`config.mk`:
```
export PLATFORM = sky130hd
export DESIGN_NAME = pd_power_sequencer
export DESIGN_NICKNAME = d
export VERILOG_FILES = /design/src/rtl/pd_power_sequencer.sv
export SDC_FILE = /design/constraint.sdc
export NUM_CORES = 1
export LEC_CHECK = 0
export BUFFER_PORTS_ARGS = -buffer_cell sky130_fd_sc_hd__buf_2
export CAP_MARGIN = 15
export CORE_MARGIN = 4
export CORE_UTILIZATION = 40
export DETAILED_ROUTE_END_ITERATION = 8
export HOLD_SLACK_MARGIN = 0.03
export PLACE_DENSITY_LB_ADDON = 0.1
export SYNTH_ARGS = -nofsm -noshare
export SYNTH_HDL_FRONTEND = slang
export SYNTH_SLANG_ARGS = --single-unit
```
`constraint.sdc`:
```
create_clock -name CK -period 2 [get_ports CK]
set_input_delay 0.2 -clock CK [delete_from_list [all_inputs] [get_ports CK]]
set_output_delay 0.2 -clock CK [all_outputs]
set_load 0.01 [all_outputs]
```
`src/rtl/pd_power_sequencer.sv`:
```
// Power-domain sequencer: drives the header SLEEP chain, isolation clamps and
// level-shifter ISOLN in isolate -> switch-off -> switch-on -> settle -> de-isolate order.
module pd_power_sequencer #(
  parameter int ISO_SETUP   = 4,
  parameter int PWR_SETTLE  = 8,
  parameter int ACK_TIMEOUT = 64,
  parameter int CW          = 8
) (
  input  logic CK,
  input  logic RST,
  input  logic PWR_REQ,
  input  logic ERR_CLR,
  input  logic SLEEPOUT_ACK,
  output logic SLEEP,
  output logic ISO_EN,
  output logic ISOLN,
  output logic PWR_ON,
  output logic BUSY,
  output logic ERR
);

  typedef enum logic [2:0] {
    OFF        = 3'd0,
    SWITCH_ON  = 3'd1,
    SETTLE     = 3'd2,
    ON         = 3'd3,
    ISOLATE    = 3'd4,
    SWITCH_OFF = 3'd5,
    ERR_ST     = 3'd6
  } state_t;

  // The counter holds (cycles spent in the current state - 1), so each
  // duration is reached one count early and the exit lands on the Nth edge.
  localparam logic [CW-1:0] ISO_LAST    = CW'(ISO_SETUP - 1);
  localparam logic [CW-1:0] SETTLE_LAST = CW'(PWR_SETTLE - 1);
  localparam logic [CW-1:0] ACK_LAST    = CW'(ACK_TIMEOUT - 1);

  state_t        state;
  state_t        state_next;
  logic [CW-1:0] cnt;
  logic          ack_meta;
  logic          ack_s;
  logic          ack_late;
  logic          sleep_d;
  logic          iso_d;
  logic          pwr_on_d;
  logic          busy_d;
  logic          err_d;

  // Synchroniser: idles high, matching a header chain that is switched off.
  always_ff @(posedge CK or posedge RST) begin
    if (RST) begin
      ack_meta <= 1'b1;
      ack_s    <= 1'b1;
    end else begin
      ack_meta <= SLEEPOUT_ACK;
      ack_s    <= ack_meta;
    end
  end

  assign ack_late = (cnt >= ACK_LAST);

  always_comb begin
    state_next = state;
    case (state)
      OFF:        if (PWR_REQ) state_next = SWITCH_ON;
      SWITCH_ON: begin
        if (!ack_s)        state_next = SETTLE;
        else if (ack_late) state_next = ERR_ST;
      end
      SETTLE:     if (cnt >= SETTLE_LAST) state_next = ON;
      ON:         if (!PWR_REQ) state_next = ISOLATE;
      ISOLATE:    if (cnt >= ISO_LAST) state_next = SWITCH_OFF;
      SWITCH_OFF: begin
        if (ack_s)         state_next = OFF;
        else if (ack_late) state_next = ERR_ST;
      end
      ERR_ST:     if (ERR_CLR) state_next = OFF;
      default:    state_next = OFF;
    endcase
  end

  always_ff @(posedge CK or posedge RST) begin
    if (RST) begin
      state <= OFF;
      cnt   <= '0;
    end else begin
      state <= state_next;
      if (state_next != state) begin
        cnt <= '0;
      end else if (cnt != '1) begin
        cnt <= cnt + 1'b1;
      end
    end
  end

  // Outputs are decoded from the next state and registered, so they change
  // on the same edge as the state and never glitch.
  always_comb begin
    sleep_d  = 1'b1;
    iso_d    = 1'b1;
    pwr_on_d = 1'b0;
    busy_d   = 1'b0;
    err_d    = 1'b0;
    case (state_next)
      SWITCH_ON, SETTLE, ISOLATE: begin
        sleep_d = 1'b0;
        busy_d  = 1'b1;
      end
      ON: begin
        sleep_d  = 1'b0;
        iso_d    = 1'b0;
        pwr_on_d = 1'b1;
      end
      SWITCH_OFF: busy_d = 1'b1;
      ERR_ST:     err_d  = 1'b1;
      default: ;
    endcase
  end

  always_ff @(posedge CK or posedge RST) begin
    if (RST) begin
      SLEEP  <= 1'b1;
      ISO_EN <= 1'b1;
      ISOLN  <= 1'b0;
      PWR_ON <= 1'b0;
      BUSY   <= 1'b0;
      ERR    <= 1'b0;
    end else begin
      SLEEP  <= sleep_d;
      ISO_EN <= iso_d;
      ISOLN  <= ~iso_d;
      PWR_ON <= pwr_on_d;
      BUSY   <= busy_d;
      ERR    <= err_d;
    end
  end

  a_isoln_inverse: assert property (@(posedge CK) disable iff (RST) ISOLN == ~ISO_EN);
  a_sleep_isolated: assert property (@(posedge CK) disable iff (RST) !(SLEEP && !ISO_EN));

endmodule

```
==> qor.yml, run 1 <==
critical_path:
  path_class: "flop to flop"
  cp.arrival_ns: 2.16
  r2r_cells: 7
  cp-endpoint: "cnt[2]"
  cp-start-kind: "flop"
  cp.required_ns: 2.23
  crit_start: "cnt[0]"
  cp_slowest_cell: "dfrtp_1"
  r2r-start: "cnt[0]"
  crit_family: "compound AO/OA/AOI/OAI gates"
  path_buf_inv: 1
  crit_path_end_kind: "flop"
  rrSetupSlack_ns: 0.07
  r2r-end: "cnt[2]"
  crit_cells: 7
  cp_max_fo: 8
  cp_cell_sequence: "ha_1, and2_2, a2111oi_4, o21ai_1, a22oi_2, buf_6, nor3b_2"
  max_stage_delay_ns: 0.40
sta:
  hold_viol: 0
  maxSlewViolCount: 0
  period_share_pct: 96.6
  fin_skew_ns: 0.00799
  worstMarginPinSlew_ns: 0.682
  final.min_clock_period_ns: 1.93
  setup_violations: 0
  slew_headroom_pct: 54.5
  rsz0062_at_grt: "true"
  setup_tns_ns: 0
  hold_slack_ns: 0.363
  fmax_mhz: 518
clocking:
  cts_buffer_depth: 2
  tritoncts: "done"
  clk_latency_ns: 0.30
  numCtsBuffers: 3
  cts_root_buffer: "clkbuf_4"
  clk_pin_slew_worst_paths_ns: 0.11
  htree_levels: 1
  clock_sinks: 18
logic_synthesis:
  postSynthCellCount: 103
  seq_area_frac_synth_pct: 42.6
  synth_compound_area_share_pct: 16.6
  synthAdderAreaFrac_pct: 2.34
  synth_edf_count: 0
  syn_nets: 110
  syn_area_mm2: 0.00107
  synth_top_family_by_area: "simple AND/OR/NAND/NOR gates"
  yosys_warnings: 0
  netlist-cell-type-count: 47
  ys_top_cells_by_area: "dfrtp_1 (33%), dfstp_2 (9.8%), and2_1 (3.5%), a21oi_1 (3.3%), nor2b_1 (2.9%)"
  ys_ff_latch: 18
  async_flop_share_pct: 100
  synth_top_cell_by_area: "dfrtp_1"
  yosysTopAreaCellShare_pct: 32.8
  syn_area_per_cell_um2: 10.4
  synthMuxAreaShare_pct: 1.87
  synthTopCellsByCount: "dfrtp_1 (14), a21oi_1 (7), and2_1 (6)"
  synth_top_flop_cell: "dfrtp_1"
  synth_xor_area_share_pct: 7.96
  synthSimpleGateAreaFrac_pct: 23.0
  yosysMostFrequentCell: "dfrtp_1"
finish:
  multiInputGateArea_um2: 579
  area_growth_pct: 21.9
  n_antenna_cell: 0
  seqCellArea_um2: 455
  num-fill-cells: 239
  nets: 134
  drive_gt1_share_pct: 35.7
  fin_util_pct: 51.6
floorplan:
  io_pins: 11
  dieWidth_um: 59.7
  die_y_um: 59.7
  floorplan.initialDensity_pct: 42.4
  core_region_area_mm2: 0.00252
  dieArea_mm2: 0.00356
  num_rows: 18
detailed_routing:
  wl_per_cell_um: 14.5
  via_count: 808
  drtIter0Drc: 26
  drt_wl_total_mm: 2.27
  dr.pass1.iters: 4
  ant_nets: 0
  drcViolationCount: 0
  vias_per_cell: 5.18
pwr:
  leakagePower_nw: 0.597
  power.switching_w: 0.000602
  p_sw_share_pct: 36.4
  vdd_drop_max_v: 0.000840
  seqPwrFrac_pct: 30.7
  pwr-share-comb_pct: 55.2
  clkPwrFrac_pct: 14.1
  p_per_area_mw_per_mm2: 1270
  internal_power_w: 0.00105
global_routing:
  grt_pass1_vias: 781
  grt_usage_pct: 13.7
  grt_pass1_wl_mm: 3.64
  grt.busiest_layer: "met1"
  met1_usage_pct: 20.8
  globalRouteMet3Util_pct: 1.94
  grt_use_met2_pct: 18.7
  antenna_found_initial: 0
  grt_max_degree: 19
  globalRouteOverflowTotal: 0
flow_run:
  drv_cap: 0
place:
  port_buffers: 10
  gp_congestion: 0.791
  dp_hpwl_mm: 1.58
worst_hold_path:
  min_path_type: "flop to flop"
run_status:
  outcome: "complete, no violations"
through the flow:
step                      cells  total power [W]  instance area, um^2  setup WS (ns)
after floorplan             103          0.00110                 1070         0.0823
after global placement      149          0.00133                 1210        -0.0466
after detailed placement    149          0.00133                 1210         -0.107
after CTS                   156          0.00160                 1270       0.000306
after global routing        156          0.00178                 1300        -0.0687
final                       156          0.00165                 1300         0.0681
final cells by class:
class | count | share of cell area, %
inverters | 2 | 0.576
flip-flops and latches | 18 | 35.0
multi-input cells | 75 | 44.5
clock buffers | 4 | 2.79
well taps | 30 | 2.88
repair buffers | 27 | 14.3
layout by cell type (no fill, tap or decap), types with 3 or more instances in the layout:
master and instances:
dfrtp_1 14, buf_4 14, buf_2 10, a21oi_1 7, nand2_1 5, nor2b_1 5
and2_1 5, dfstp_2 4, nand3_1 4, nand2b_1 3, xnor2_1 3, xor2_1 3
clkbuf_4 3
metal layers:
metal,up-vias,wire (um)
li1,412,-
met1,383,1160
met2,9,1020
met3,4,58
met4,0,34
met5,-,0
power groups by stage:
| stage | Combinational, W | Sequential [W] | Clock, W |
|---|---|---|---|
| 2_1_floorplan | 0.000558 | 0.000543 | 0 |
| 3_3_place_gp | 0.000813 | 0.000512 | 0 |
| 3_5_place_dp | 0.000814 | 0.000518 | 0 |
| 4_1_cts | 0.000845 | 0.000510 | 0.000240 |
| 5_1_grt | 0.00100 | 0.000520 | 0.000254 |
| 6_report | 0.000913 | 0.000508 | 0.000233 |
state kept, by name (all words and copies together) (netlist names):
name	count
ERR	1
ISO_EN	1
BUSY	1
ack_meta	1
state	3
ISOLN	1
SLEEP	1
ack_s	1
cnt	8
worst register-to-register path, stage by stage, from the launching register on:
cell,delay (ns)
dfrtp_1,0.40
ha_1,0.24
and2_2,0.25
a2111oi_4,0.38
o21ai_1,0.13
a22oi_2,0.18
buf_6,0.14
nor3b_2,0.14
cells by family (layout without fill, tap and decap cells):
kind of cell | count (synthesis) | in the layout
xor gates and xnor gates | 8 | 8
and+or+nand+nor | 39 | 39
buffers and inverters | 10 | 33
muxes | 2 | 2
AOI/OAI and AO/OA | 24 | 24
adders and majority gates | 2 | 2
DFF | 18 | 18
worst min path at each step:
stage                             from        to  slack, ns  depth (start not counted)
after floorplan                    RST      BUSY       0.14                          1
after global placement    SLEEPOUT_ACK  ack_meta       0.31                          1
after detailed placement  SLEEPOUT_ACK  ack_meta       0.31                          1
after CTS                     ack_meta     ack_s       0.36                          0
after global routing          ack_meta     ack_s       0.37                          0
final                         ack_meta     ack_s       0.36                          0
timing repair:
| action | 4_1_cts | 5_1_grt |
|---|---|---|
| hold buffers | 2 | 0 |
| endpoints found under the hold margin | 15 | 0 |
| pin swaps | 1 | 0 |
| setup buffers | 1 | 0 |
| setup endpoints to repair | 8 | 10 |
| resized for setup | 0 | 7 |
Power figures use the tool's default switching activity.
==> inputs of run 2 (changes only) <==
--- a/config.mk
+++ b/config.mk
@@ -5,8 +5,8 @@
 export SDC_FILE = /design/constraint.sdc
 export NUM_CORES = 1
 export LEC_CHECK = 0
+export ABC_AREA = 1
 export BUFFER_PORTS_ARGS = -buffer_cell sky130_fd_sc_hd__buf_2
-export CAP_MARGIN = 15
 export CORE_MARGIN = 4
 export CORE_UTILIZATION = 40
 export DETAILED_ROUTE_END_ITERATION = 8
==> qor.yml, run 2 <==
run_status:
  outcome: "complete, no violations"
logic_synthesis:
  async_flop_share_pct: 100  # unchanged
  synthTopCellsByCount: "nand2_1 (34), inv_1 (20), dfrtp_1 (14)"
  syn_nets: 157  # +43%
  yosysMostFrequentCell: "nand2_1"
  synthSimpleGateAreaFrac_pct: 42.7  # +20 points
  netlist-cell-type-count: 28  # -40%
  synth_xor_area_share_pct: 2.94  # -5.0 points
  synthAdderAreaFrac_pct: 2.10  # -0.24 points
  yosysTopAreaCellShare_pct: 29.4  # -3.3 points
  synth_edf_count: 0  # unchanged
  yosys_warnings: 0  # unchanged
  syn_area_per_cell_um2: 7.93  # -24%
  synth_top_cell_by_area: "dfrtp_1"
  synth_top_flop_cell: "dfrtp_1"
  ys_ff_latch: 18  # unchanged
  seq_area_frac_synth_pct: 38.3  # -4.3 points
  syn_area_mm2: 0.00119  # +11%
  synthMuxAreaShare_pct: 0  # -1.9 points
  synth_compound_area_share_pct: 3.36  # -13 points
  synth_top_family_by_area: "simple AND/OR/NAND/NOR gates"
  postSynthCellCount: 150  # +46%
  ys_top_cells_by_area: "dfrtp_1 (29%), nand2_1 (11%), dfstp_2 (8.8%), inv_1 (6.3%), nor2_2 (6.3%)"
critical_path:
  max_stage_delay_ns: 0.42  # +0.02 ns
  crit_start: "cnt[0]"
  r2r-start: "cnt[0]"
  path_class: "flop to flop"
  crit_path_end_kind: "flop"
  crit_family: "simple AND/OR/NAND/NOR gates"
  path_buf_inv: 1  # unchanged
  cp.arrival_ns: 1.91  # -0.25 ns
  cp_slowest_cell: "dfrtp_1"
  cp-start-kind: "flop"
  cp_max_fo: 4  # -4
  cp.required_ns: 2.21  # -0.02 ns
  cp_cell_sequence: "ha_1, nand3_2, nor2_2, nor2_1, nand2_1, a21oi_2, nand3_1, nand2_1, inv_1"
  cp_common_cell: "nand2_1"
floorplan:
  io_pins: 11  # unchanged
  floorplan.initialDensity_pct: 42.4  # +0.056 points
  die_y_um: 62.5  # +4.8%
  dieArea_mm2: 0.00391  # +9.8%
  dieWidth_um: 62.5  # +4.8%
  core_region_area_mm2: 0.00281  # +11%
  num_rows: 19  # +1
sta:
  setup_tns_ns: 0  # unchanged
  fin_skew_ns: 0.00440  # -0.00359 ns
  period_share_pct: 85.0  # -12 points
  slew_headroom_pct: 54.4  # -0.11 points
  setup_violations: 0  # unchanged
  rsz0062_at_grt: "false"
  final.min_clock_period_ns: 1.70  # -0.232 ns
  maxSlewViolCount: 0  # unchanged
  fmax_mhz: 588  # +14%
  worstMarginPinSlew_ns: 0.684  # +0.00162 ns
  hold_viol: 0  # unchanged
clocking:
  htree_levels: 1  # unchanged
  clk_pin_slew_worst_paths_ns: 0.11  # about the same
  numCtsBuffers: 3  # unchanged
  cts_buffer_depth: 2  # unchanged
  cts_root_buffer: "clkbuf_4"
  tritoncts: "done"
  clock_sinks: 18  # unchanged
  clk_latency_ns: 0.30  # about the same
pwr:
  vdd_drop_max_v: 0.000614  # -27%
  leakagePower_nw: 0.677  # +14%
  p_per_area_mw_per_mm2: 1220  # -4.0%
place:
  gp_congestion: 0.869  # +9.9%
  port_buffers: 10  # unchanged
  place.detailed.instances: 188  # +26%
  dp_hpwl_mm: 1.75  # +11%
finish:
  top_regs: "cnt (8), state (3)"
  nets: 171  # +28%
  n_antenna_cell: 0  # unchanged
  multiInputGateArea_um2: 608  # +5.0%
  largest_register: "cnt"
  num-fill-cells: 293  # +23%
  area_growth_pct: 9.46
  seqCellArea_um2: 455  # unchanged
  finalNonFillerCells: 194  # +24%
  final_common_cell: "nand2_1"
  largest_reg_flops: 8  # unchanged
  drive_gt1_share_pct: 31.9  # -3.8 points
  final_cell_mix: "nand2_1 (34), inv_1 (20), dfrtp_1 (14)"
detailed_routing:
  drt_wl_total_mm: 2.23  # -1.8%
  drtIter0Drc: 47  # +81%
  vias_per_cell: 4.77  # -7.9%
  via_count: 925  # +14%
  ant_nets: 0  # unchanged
  dr.pass1.iters: 4  # unchanged
  wl_per_cell_um: 11.5  # -21%
  drcViolationCount: 0  # unchanged
worst_hold_path:
  min-delay-start: "ack_meta"
  min_path_type: "flop to flop"
global_routing:
  grt_pass1_wl_mm: 4.02  # +10%
  grt_usage_pct: 13.0  # -0.70 points
  grt_max_degree: 19  # unchanged
  antenna_found_initial: 0  # unchanged
  globalRouteOverflowTotal: 0  # unchanged
  grt_pass1_vias: 885  # +13%
flow_run:
  drv_cap: 0  # unchanged
## run 2: where the power goes
| part | switching (W) | leakage [nW] | internal, W |
|---|---|---|---|
| registers | 0.0000939 | 0.229 | 0.000477 |
| clock network | 0.000122 | 0.0210 | 0.000111 |
| logic | 0.000508 | 0.428 | 0.000276 |
| total | 0.000724 | 0.677 | 0.000864 |
## run 2: timing repair
item,in CTS,in global routing
hold endpoints to repair,15,0
setup buffers,0,0
resized for setup,0,0
setup endpoints to repair,0,0
hold buffers,2,0
## run 2: final cells by class
type / count / share of cell area (%)
multi-input cells: 104 / 46.7
inverters: 25 / 7.20
well taps: 31 / 2.98
clock buffers: 4 / 2.79
flip-flops and latches: 18 / 35.0
repair buffers: 12 / 5.38
## run 2: worst paths after layout
path                       endpoint  slack, ns  cells after the start
min                           ack_s       0.37                      0
max                            BUSY       0.30                      9
max reg2reg                    BUSY       0.30                      9
max in group asynchronous    cnt[2]       1.04                      3
min in group asynchronous     ISOLN       0.53                      3
min reg2reg                   ack_s       0.37                      0
## run 2: logic make-up after synthesis
logic type                 Yosys count
DFF                                 18
xor gates and xnor gates             4
adders and majority gates            2
buffers and inverters               28
AOI/OAI and AO/OA                    7
and+or+nand+nor                     91
## run 2: through the flow
step | power, W | setup slack (ns) | cell area, um^2 | utilization (%) | hold WS (ns)
final | 0.00159 | 0.300 | 1300 | 46.4 | 0.366
after global routing | 0.00175 | 0.137 | 1300 | 46.4 | 0.375
after CTS | 0.00161 | 0.301 | 1300 | 46.4 | 0.360
after detailed placement | 0.00137 | 0.318 | 1250 | 44.4 | 0.306
after global placement | 0.00137 | 0.324 | 1250 | 44.4 | 0.306
after floorplan | 0.00123 | 0.523 | 1190 | - | 0.136
## run 2: metal layers
layer  up-vias  global-route usage [%]  part of all wire, %
met4         0                    4.13                  1.5
li1        490                       -                    -
met2         9                    21.3                   47
met1       422                    16.4                   48
met3         4                    3.96                  3.2
met5         -                       0                    0
